<file path="src/rtl/sap1_pkg.sv">
// Shared definitions for the SAP-1 machine: opcodes, control-word bit
// positions, T-state encoding and the default program image.
package sap1_pkg;

  localparam int unsigned T_STATES = 6;

  // Opcodes (upper nibble of the instruction register)
  localparam logic [3:0] OP_LDA = 4'h0;
  localparam logic [3:0] OP_ADD = 4'h1;
  localparam logic [3:0] OP_SUB = 4'h2;
  localparam logic [3:0] OP_OUT = 4'hE;
  localparam logic [3:0] OP_HLT = 4'hF;

  // Control-word bit indices (all active-high)
  localparam int unsigned CW_HLT = 11;
  localparam int unsigned CW_CP  = 10;
  localparam int unsigned CW_EP  = 9;
  localparam int unsigned CW_LM  = 8;
  localparam int unsigned CW_CE  = 7;
  localparam int unsigned CW_LI  = 6;
  localparam int unsigned CW_EI  = 5;
  localparam int unsigned CW_LA  = 4;
  localparam int unsigned CW_EA  = 3;
  localparam int unsigned CW_LO  = 2;
  localparam int unsigned CW_EU  = 1;
  localparam int unsigned CW_LB  = 0;

  // Machine cycles T1..T6
  typedef enum logic [2:0] {
    T1 = 3'd0,
    T2 = 3'd1,
    T3 = 3'd2,
    T4 = 3'd3,
    T5 = 3'd4,
    T6 = 3'd5
  } tstate_e;

  // Default 16x8 read-only program image
  function automatic logic [7:0] rom_default(input logic [3:0] addr);
    logic [7:0] data;
    case (addr)
      4'h0:    data = 8'h09;
      4'h1:    data = 8'h1A;
      4'h2:    data = 8'h1B;
      4'h3:    data = 8'h2C;
      4'h4:    data = 8'hE0;
      4'h5:    data = 8'hF0;
      4'h9:    data = 8'h10;
      4'hA:    data = 8'h14;
      4'hB:    data = 8'h18;
      4'hC:    data = 8'h04;
      default: data = 8'h00;
    endcase
    return data;
  endfunction

endpackage

</file>
<file path="src/rtl/sap1_control_unit.sv">
// SAP-1 control unit: ring counter over T1..T6, halt latch and the
// combinational control-word decoder.
module control_unit
  import sap1_pkg::*;
(
  input  logic        clk_in,
  input  logic        rst,
  input  logic [3:0]  opcode,
  output logic [11:0] control_word
);

  localparam tstate_e T_LAST = tstate_e'(3'(T_STATES - 1));

  tstate_e t_state;
  tstate_e t_next;
  logic    halted;
  logic    halt_next;

  // State register: T-state counter and halt latch
  always_ff @(posedge clk_in) begin
    if (rst) begin
      t_state <= T1;
      halted  <= 1'b0;
    end else begin
      t_state <= t_next;
      halted  <= halt_next;
    end
  end

  // Next-state and control-word decode; a decoded HLT holds the counter at T4
  always_comb begin
    control_word = '0;
    t_next       = t_state;
    halt_next    = halted;
    if (halted) begin
      control_word[CW_HLT] = 1'b1;
    end else begin
      t_next = (t_state == T_LAST) ? T1 : tstate_e'(t_state + 3'd1);
      case (t_state)
        T1: begin
          control_word[CW_EP] = 1'b1;
          control_word[CW_LM] = 1'b1;
        end
        T2: control_word[CW_CP] = 1'b1;
        T3: begin
          control_word[CW_CE] = 1'b1;
          control_word[CW_LI] = 1'b1;
        end
        T4: begin
          case (opcode)
            OP_LDA, OP_ADD, OP_SUB: begin
              control_word[CW_EI] = 1'b1;
              control_word[CW_LM] = 1'b1;
            end
            OP_OUT: begin
              control_word[CW_EA] = 1'b1;
              control_word[CW_LO] = 1'b1;
            end
            OP_HLT: begin
              control_word[CW_HLT] = 1'b1;
              halt_next            = 1'b1;
              t_next               = t_state;
            end
            default: ;
          endcase
        end
        T5: begin
          case (opcode)
            OP_LDA: begin
              control_word[CW_CE] = 1'b1;
              control_word[CW_LA] = 1'b1;
            end
            OP_ADD, OP_SUB: begin
              control_word[CW_CE] = 1'b1;
              control_word[CW_LB] = 1'b1;
            end
            default: ;
          endcase
        end
        T6: begin
          if (opcode == OP_ADD || opcode == OP_SUB) begin
            control_word[CW_EU] = 1'b1;
            control_word[CW_LA] = 1'b1;
          end
        end
        default: ;
      endcase
    end
  end

endmodule

</file>
<file path="src/rtl/sap1_top.sv">
// SAP-1 top level: datapath (PC, MAR, ROM, IR, A, B, ALU, output register)
// around a shared 8-bit bus, sequenced by control_unit.
module sap1_top
  import sap1_pkg::*;
(
  input  logic       clk_in,
  input  logic       rst,
  output logic [7:0] display
);

  logic [3:0]  pc_out;
  logic [3:0]  mar_out;
  logic [7:0]  ir_output;
  logic [3:0]  opcode;
  logic [7:0]  a_out;
  logic [7:0]  b_out;
  logic [7:0]  bus;
  logic [7:0]  ram_data;
  logic [7:0]  alu_result;
  logic [11:0] control_word;
  logic        pc_enable;
  logic        mar_load;

  assign opcode    = ir_output[7:4];
  assign pc_enable = control_word[CW_CP];
  assign mar_load  = control_word[CW_LM];
  assign ram_data  = rom_default(mar_out);

  control_unit u_control_unit (
    .clk_in       (clk_in),
    .rst          (rst),
    .opcode       (opcode),
    .control_word (control_word)
  );

  // ALU: add, or subtract for SUB, modulo 256
  always_comb begin
    alu_result = (opcode == OP_SUB) ? (a_out - b_out) : (a_out + b_out);
  end

  // Bus source select, fixed priority Ep > Ei > CE > Ea > Eu
  always_comb begin
    bus = '0;
    if (control_word[CW_EP])      bus = {4'h0, pc_out};
    else if (control_word[CW_EI]) bus = {4'h0, ir_output[3:0]};
    else if (control_word[CW_CE]) bus = ram_data;
    else if (control_word[CW_EA]) bus = a_out;
    else if (control_word[CW_EU]) bus = alu_result;
  end

  // Datapath registers load from the bus under their control bits
  always_ff @(posedge clk_in) begin
    if (rst) begin
      pc_out    <= '0;
      mar_out   <= '0;
      ir_output <= '0;
      a_out     <= '0;
      b_out     <= '0;
      display   <= '0;
    end else begin
      if (pc_enable)            pc_out    <= pc_out + 4'd1;
      if (mar_load)             mar_out   <= bus[3:0];
      if (control_word[CW_LI])  ir_output <= bus;
      if (control_word[CW_LA])  a_out     <= bus;
      if (control_word[CW_LB])  b_out     <= bus;
      if (control_word[CW_LO])  display   <= bus;
    end
  end

endmodule

</file>
<file path="config.mk">
export PLATFORM = sky130hd
export DESIGN_NAME = sap1_top
export DESIGN_NICKNAME = d
export VERILOG_FILES = /design/src/rtl/sap1_pkg.sv /design/src/rtl/sap1_control_unit.sv /design/src/rtl/sap1_top.sv
export SDC_FILE = /design/constraint.sdc
export NUM_CORES = 1
export LEC_CHECK = 0
export ABC_AREA = 1
export CAP_MARGIN = 20
export CORE_ASPECT_RATIO = 0.5
export CORE_MARGIN = 4
export CORE_UTILIZATION = 57
export CTS_BUF_LIST = sky130_fd_sc_hd__clkbuf_4
export CTS_CLUSTER_DIAMETER = 50
export DETAILED_ROUTE_END_ITERATION = 8
export GPL_TIMING_DRIVEN = 0
export HOLD_SLACK_MARGIN = 0.05
export PLACE_DENSITY = 0.83
export SYNTH_ARGS = -nofsm -noshare
export SYNTH_HDL_FRONTEND = slang
export SYNTH_SLANG_ARGS = --single-unit
export TNS_END_PERCENT = 30
</file>
<file path="constraint.sdc">
create_clock -name clk_in -period 2.2 [get_ports clk_in]
set_input_delay 0.22 -clock clk_in [delete_from_list [all_inputs] [get_ports clk_in]]
set_output_delay 0.22 -clock clk_in [all_outputs]
set_load 0.005 [all_outputs]
</file>
After elaboration in Yosys (flattened, before gate mapping) --
Memories as Yosys holds them, arrays and structs flattened. A register that Yosys moved wholly into a read port is not among the register bits. Index checks and enable logic that the tools add are counted.
Word-level totals: register bits after elaboration 44, memory bits (read-only) 128, input port bits 2, output and inout port bits 8, word-level logic and storage cells 60, memories 1
Memories:
- (no name shown) | words 16, width 8, rd ports 1, clocked after Yosys merged registers in 1, write ports 0, RTL line sap1_pkg.sv:41 | case (addr)
Cells by class: add/sub/neg operators 4, equal/unequal tests 10, mux-type cells 30, bitwise operators 1, reduce and logical (&&, ||, !) cells 6
Operators by type and width (count):
- two-way mux 8 bit | 6
- two-way mux 1 bit | 13
- two-way mux 11 bit | 1
- two-way mux 3 bit | 3
- adder 8 bit | 1
- == test 4 bit (second input constant) | 2
- two-way mux 4 bit | 2
- subtractor 8 bit | 1
- == test 3 x 2 -> 1 bit (second input constant) | 2
- == test 3 bit (second input constant) | 2
- one-hot mux 1 bit (2 select lines) | 3
- adder 4 x 1 -> 4 bit (second input constant) | 1
- == test 4 x 1 -> 1 bit (second input constant) | 1
- == test 4 x 2 -> 1 bit (second input constant) | 1
- zero test 4 bit | 1
- two-way mux 2 bit | 2
- adder 3 x 1 -> 3 bit (second input constant) | 1
- == test 3 x 1 -> 1 bit (second input constant) | 1
- zero test 3 bit | 1
- OR reduction 3 bit | 1
- != test 2 bit (second input constant) | 1
- AND reduction 2 bit | 1
- OR reduction 2 bit | 1
- logical OR 1 bit | 1
- inverter 1 bit | 1

Depth between registers and ports, before layout --
depth in word-level cells 12, depth in mapped cells 21

By module --
Synthesis repeated with hierarchy kept, for this count alone.
Second synthesis, totals: cell total of the unflattened synthesis 430, area, all modules 2989.1 µm²
Modules (own cells, without submodules):
- sap1_top | times used 1, cells each 363, area an instance 2583.7 µm², seq. area each 940.9 µm²
- control_unit | times used 1, cells each 67, area an instance 405.4 µm², seq. area each 80.1 µm²

Worst setup path after synthesis --
OpenSTA, ideal clock, no wires.
path type register to register, start reg ir_output[5], end reg ram_data[4] (netlist name), arrival time 2.372 ns, required time 2.088 ns, path slack -0.285 ns, cell stages (with the launch flop) 19, buffers on the path 0, clock period less this slack 2.485 ns, cell sequence dfxtp_1 > inv_2 > nor2_1 > nand2_1 > a21oi_1 > fa_1 > nand2_1 > nand2_1 > nand2_1 > nand2_1 > nand2_1 > nand3_1 > nand2_1 > inv_1 > ha_1 > nand2_1 > nand2_1 > nand2_1 > nand2_1
On the way: cells in the longest elaborated chain, start to end 12, elaborated cells on any way between the ends 23, classes of those cells eq/ne (3); mux (17); reduce/logical (3)
Ends and longest elaborated chain:
- start: declaration | RTL line sap1_top.sv:13 | logic [7:0] ir_output;
- start signal: assignment | RTL line sap1_top.sv:63 | if (control_word[CW_LI]) ir_output <= bus;
- == test 4 x 1 -> 1 bit / == test 4 x 2 -> 1 bit (equally long branches) | RTL line sap1_control_unit.sv:50, sap1_control_unit.sv:68, sap1_control_unit.sv:81
- logical OR 1 bit | RTL line sap1_control_unit.sv:81 | if (opcode == OP_ADD || opcode == OP_SUB) begin
- two-way mux 1 bit | RTL line sap1_control_unit.sv:81
- two-way mux 1 bit | RTL line sap1_control_unit.sv:39 | case (t_state)
- two-way mux 11 bit | RTL line sap1_control_unit.sv:35 | if (halted) begin
- two-way mux 8 bit | RTL line sap1_top.sv:48 | else if (control_word[CW_EU]) bus = alu_result;
- two-way mux 8 bit | RTL line sap1_top.sv:47 | else if (control_word[CW_EA]) bus = a_out;
- two-way mux 8 bit | RTL line sap1_top.sv:46 | else if (control_word[CW_CE]) bus = ram_data;
- two-way mux 8 bit | RTL line sap1_top.sv:45 | else if (control_word[CW_EI]) bus = {4'h0, ir_output[3:0]};
- two-way mux 8 bit | RTL line sap1_top.sv:44 | if (control_word[CW_EP]) bus = {4'h0, pc_out};
- two-way mux 4 bit (no source line) * (2 in series)
Mark *: on every way between the ends. The rest lies on a longest branch, timed or not. A chain may end at the register's enable or synchronous reset.

Worst setup path in the final report --
start reg ir_output[5], end reg ram_data[4] (netlist name)
On the way: cells in the longest elaborated chain, start to end 12, elaborated cells on any way between the ends 23, classes of those cells eq/ne (3); mux (17); reduce/logical (3)
Ends and longest elaborated chain (RTL line):
- == test 4 x 1 -> 1 bit / == test 4 x 2 -> 1 bit (equally long branches) | sap1_control_unit.sv:50, sap1_control_unit.sv:68, sap1_control_unit.sv:81
- logical OR 1 bit | sap1_control_unit.sv:81
- two-way mux 1 bit | sap1_control_unit.sv:81
- two-way mux 1 bit | sap1_control_unit.sv:39
- two-way mux 11 bit | sap1_control_unit.sv:35
- two-way mux 8 bit | sap1_top.sv:48
- two-way mux 8 bit | sap1_top.sv:47
- two-way mux 8 bit | sap1_top.sv:46
- two-way mux 8 bit | sap1_top.sv:45
- two-way mux 8 bit | sap1_top.sv:44
- two-way mux 4 bit (no source line) * (2 in series)
Marked as above.

==> impl_metrics.yaml <==
timing:
  setup-violations-final: 31
  max_freq_mhz: 390.9
  fin_crit_ns: 2.558
  timing.hold.ws_ns: 0.2904
  drv_slew: 0
  finalHoldViolCount: 0
  relSlewSlack: 0.5708
  final.setup.worst_slack_ns: -0.3582
  finalClockSkew_ns: 0.01631
  min_period_over_period: 1.163
  rsz0062_at_grt: "true"
  tightest_slew_ns: 0.6384
power_and_ir_drop:
  cellPowerDensity_nw_per_um2: 580.0
  power_mw: 2.051
  leakage_nw: 1.704
  vdd_drop_max_uv: 357.9
clock_network:
  cts-htree-levels: 2
  cts_made_buffers: 5
  cts-hold-fix-buffers: 0
  clockBufferDepth: 2
  cts_tree: "yes"
  root_buffer: "clkbuf_4"
  cts.sinks: 51
  clk_latency_ns: 0.38
  clk_pin_slew_worst_paths_ns: 0.15
placed_design:
  place_area_um2: 3157
  dp_hpwl_mm: 4.902
  gp_congestion: 0.8855
  io_buffers: 8
cells_and_area:
  final_area_um2: 3536
  seq_area_um2: 1031
  drive_above_1_share: 0.2560
  areaGrowthSynthToFinish_pct: 20.56
  fill_cells: 387
  multi_input_area_um2: 1856
  nets: 473
  n_antenna_cell: 0
die:
  die_area_um2: 6426
  io_pins: 10
  dieHeight_um: 58.72
  initial_utilization: 0.5919
  row_count: 18
  fp.dieW_um: 109.4
  fp.coreArea_um2: 4955
routing:
  drt_first_pass_iters: 5
  wl_mm: 7.507
  wl_per_cell_um: 14.24
  via_per_inst: 5.412
  first_iter_violations: 238
  ant_nets: 0
  drc: 0
  vias: 2852
synthesis:
  synth.distinct_cells: 35
  synthMostInstantiatedCell: "nand2_1"
  synth_flop_cell: "dfxtp_1"
  syn_nets: 444
  synthArstFlopShare: 0
  synth_top_area_cell: "dfxtp_1"
  synth_edf_count: 0
  ys_seq_elements: 51
  ys_warn_count: 0
  syn_area_um2: 2933
  synth_top_area_share: 0.3481
  ys_seq_area_frac: 0.3481
  synthTopCellsByCount: "nand2_1, inv_1, dfxtp_1"
  synth_area_per_cell_um2: 6.868
  synthCells: 427
  synthTopCellsByArea: "dfxtp_1, nand2_1, inv_1"
critical_path:
  critPathMaxStageDelay_ns: 0.53
  path_class: "register to register"
  slowest_stage: "fa_2"
  cp-startpoint: "ir_output[5]"
  path_max_fanout: 7
  worst-r2r-setup-slack_ns: -0.36
  cp.arrival_ns: 2.85
  endpoint_kind: "register"
  start_kind: "register"
  worst-endpoint-required_ns: 2.49
  crit_top_cell: "nand2_1"
  r2r_start: "ir_output[5]"
  path_cells: "inv_2, nor2_4, nand2_4, nor2_4, a21oi_4, fa_2, nand2_1, nand2_2, nand2_1, nand2_1, nand2_1, nand3_2, nand2_4, inv_2, ha_4, nand2_1, nand2_1, nand2_1, nand2_1"
outcome:
  violations: "negative setup slack"
  outcome: "complete, but fails checks"
grt:
  grt_max_degree: 16
  globalRouteTotalUtil: 0.2375
  grt_pass1_wl_mm: 11.94
  grt_overflow_total: 0
  grt_pass1_vias: 2566
  antenna_found_initial: 0
hold_path:
  hold_start: "rst"
  hold_class: "primary input to register"
job:
  maxCapViolations: 0
==> metrics by stage <==
stage	cells	setup TNS (ns)	utilization	worst slack, ns
final	527	-6.471	0.7136	-0.3582
after global routing	527	-11.94	0.7136	-0.5575
after CTS	523	-3.501	0.6876	-0.2301
after detailed placement	505	-4.694	0.6371	-0.3207
after global placement	505	-4.250	0.6371	-0.3159
after floorplan	427	-0.05852	-	-0.02503
==> metal layers <==
layer,vias to the layer above,global-route usage,share of wire
met5,-,0,0
met4,0,0.05861,0.0091
met3,10,0.03395,0.054
met2,83,0.3825,0.48
met1,1339,0.3383,0.46
li1,1420,-,-
==> report_power, final <==
group          total [mW]  switching, mW  internal [mW]
combinational       0.585          0.377          0.209
sequential           1.03         0.0392          0.988
clock               0.438          0.301          0.136
total                2.05          0.717           1.33
==> sequential cells by signal (all words and copies together) (netlist names) <==
signal                  cells
a_out                       8
b_out                       8
display                     8
ir_output                   8
mar_out                     4
pc_out                      4
ram_data                    7
u_control_unit.halted       1
u_control_unit.t_state      3
==> final timing paths <==
path	to	depth (start not counted)
max	ram_data[4]	19
min	u_control_unit.halted	2
max reg2reg	ram_data[4]	19
min reg2reg	pc_out[2]	2
==> cell families after synthesis <==
group	share of synthesized area
XOR/XNOR	0.01792
buffers and inverters	0.1054
adder cells (fa/ha/maj)	0.06655
AND/OR/NAND/NOR	0.2880
AO/OA/AOI/OAI	0.1741
flip-flops	0.3481
==> cell usage in the layout (no fill, tap or decap), drive strengths merged <==
master / n
xnor2: 2
o21bai: 1
nand3: 25
o41ai: 1
nand2: 91
a31o: 1
clkdlybuf4s50: 8
dfxtp: 51
a31oi: 1
buf: 15
xor2: 4
clkinvlp: 1
o21ai: 48
a21oi: 37
nor4: 1
nor2: 51
inv: 74
fa: 1
clkinv: 1
clkbuf: 13
ha: 14
or2: 2
nand4: 3
nor3: 6
a41oi: 1
o31ai: 3
nand3b: 1
==> critical path: cells and delay by family (launching register included) <==
| family | cells | cell delay (ns) |
|---|---|---|
| buffers and inverters | 2 | 0.12 |
| AO/OA/AOI/OAI | 1 | 0.05 |
| flip-flops | 1 | 0.36 |
| adder cells (fa/ha/maj) | 2 | 0.73 |
| AND/OR/NAND/NOR | 14 | 1.19 |
==> repair_timing <==
item | CTS | global route
buffers inserted | 10 | 4
resized for setup | 33 | 30
setup endpoints to repair | 30 | 36
endpoints found under the hold margin | 0 | 0
pin swaps | 14 | 9
==> cell type report <==
cell class              count  area share
inverters                  74     0.07926
clock buffers               6     0.01274
clock inverters             2    0.003539
well taps                  70     0.02477
multi-input cells         294      0.5248
repair buffers             22     0.05449
flip-flops and latches     51      0.2916
plain buffers               8    0.008846
(Power assumes the default switching activity.)
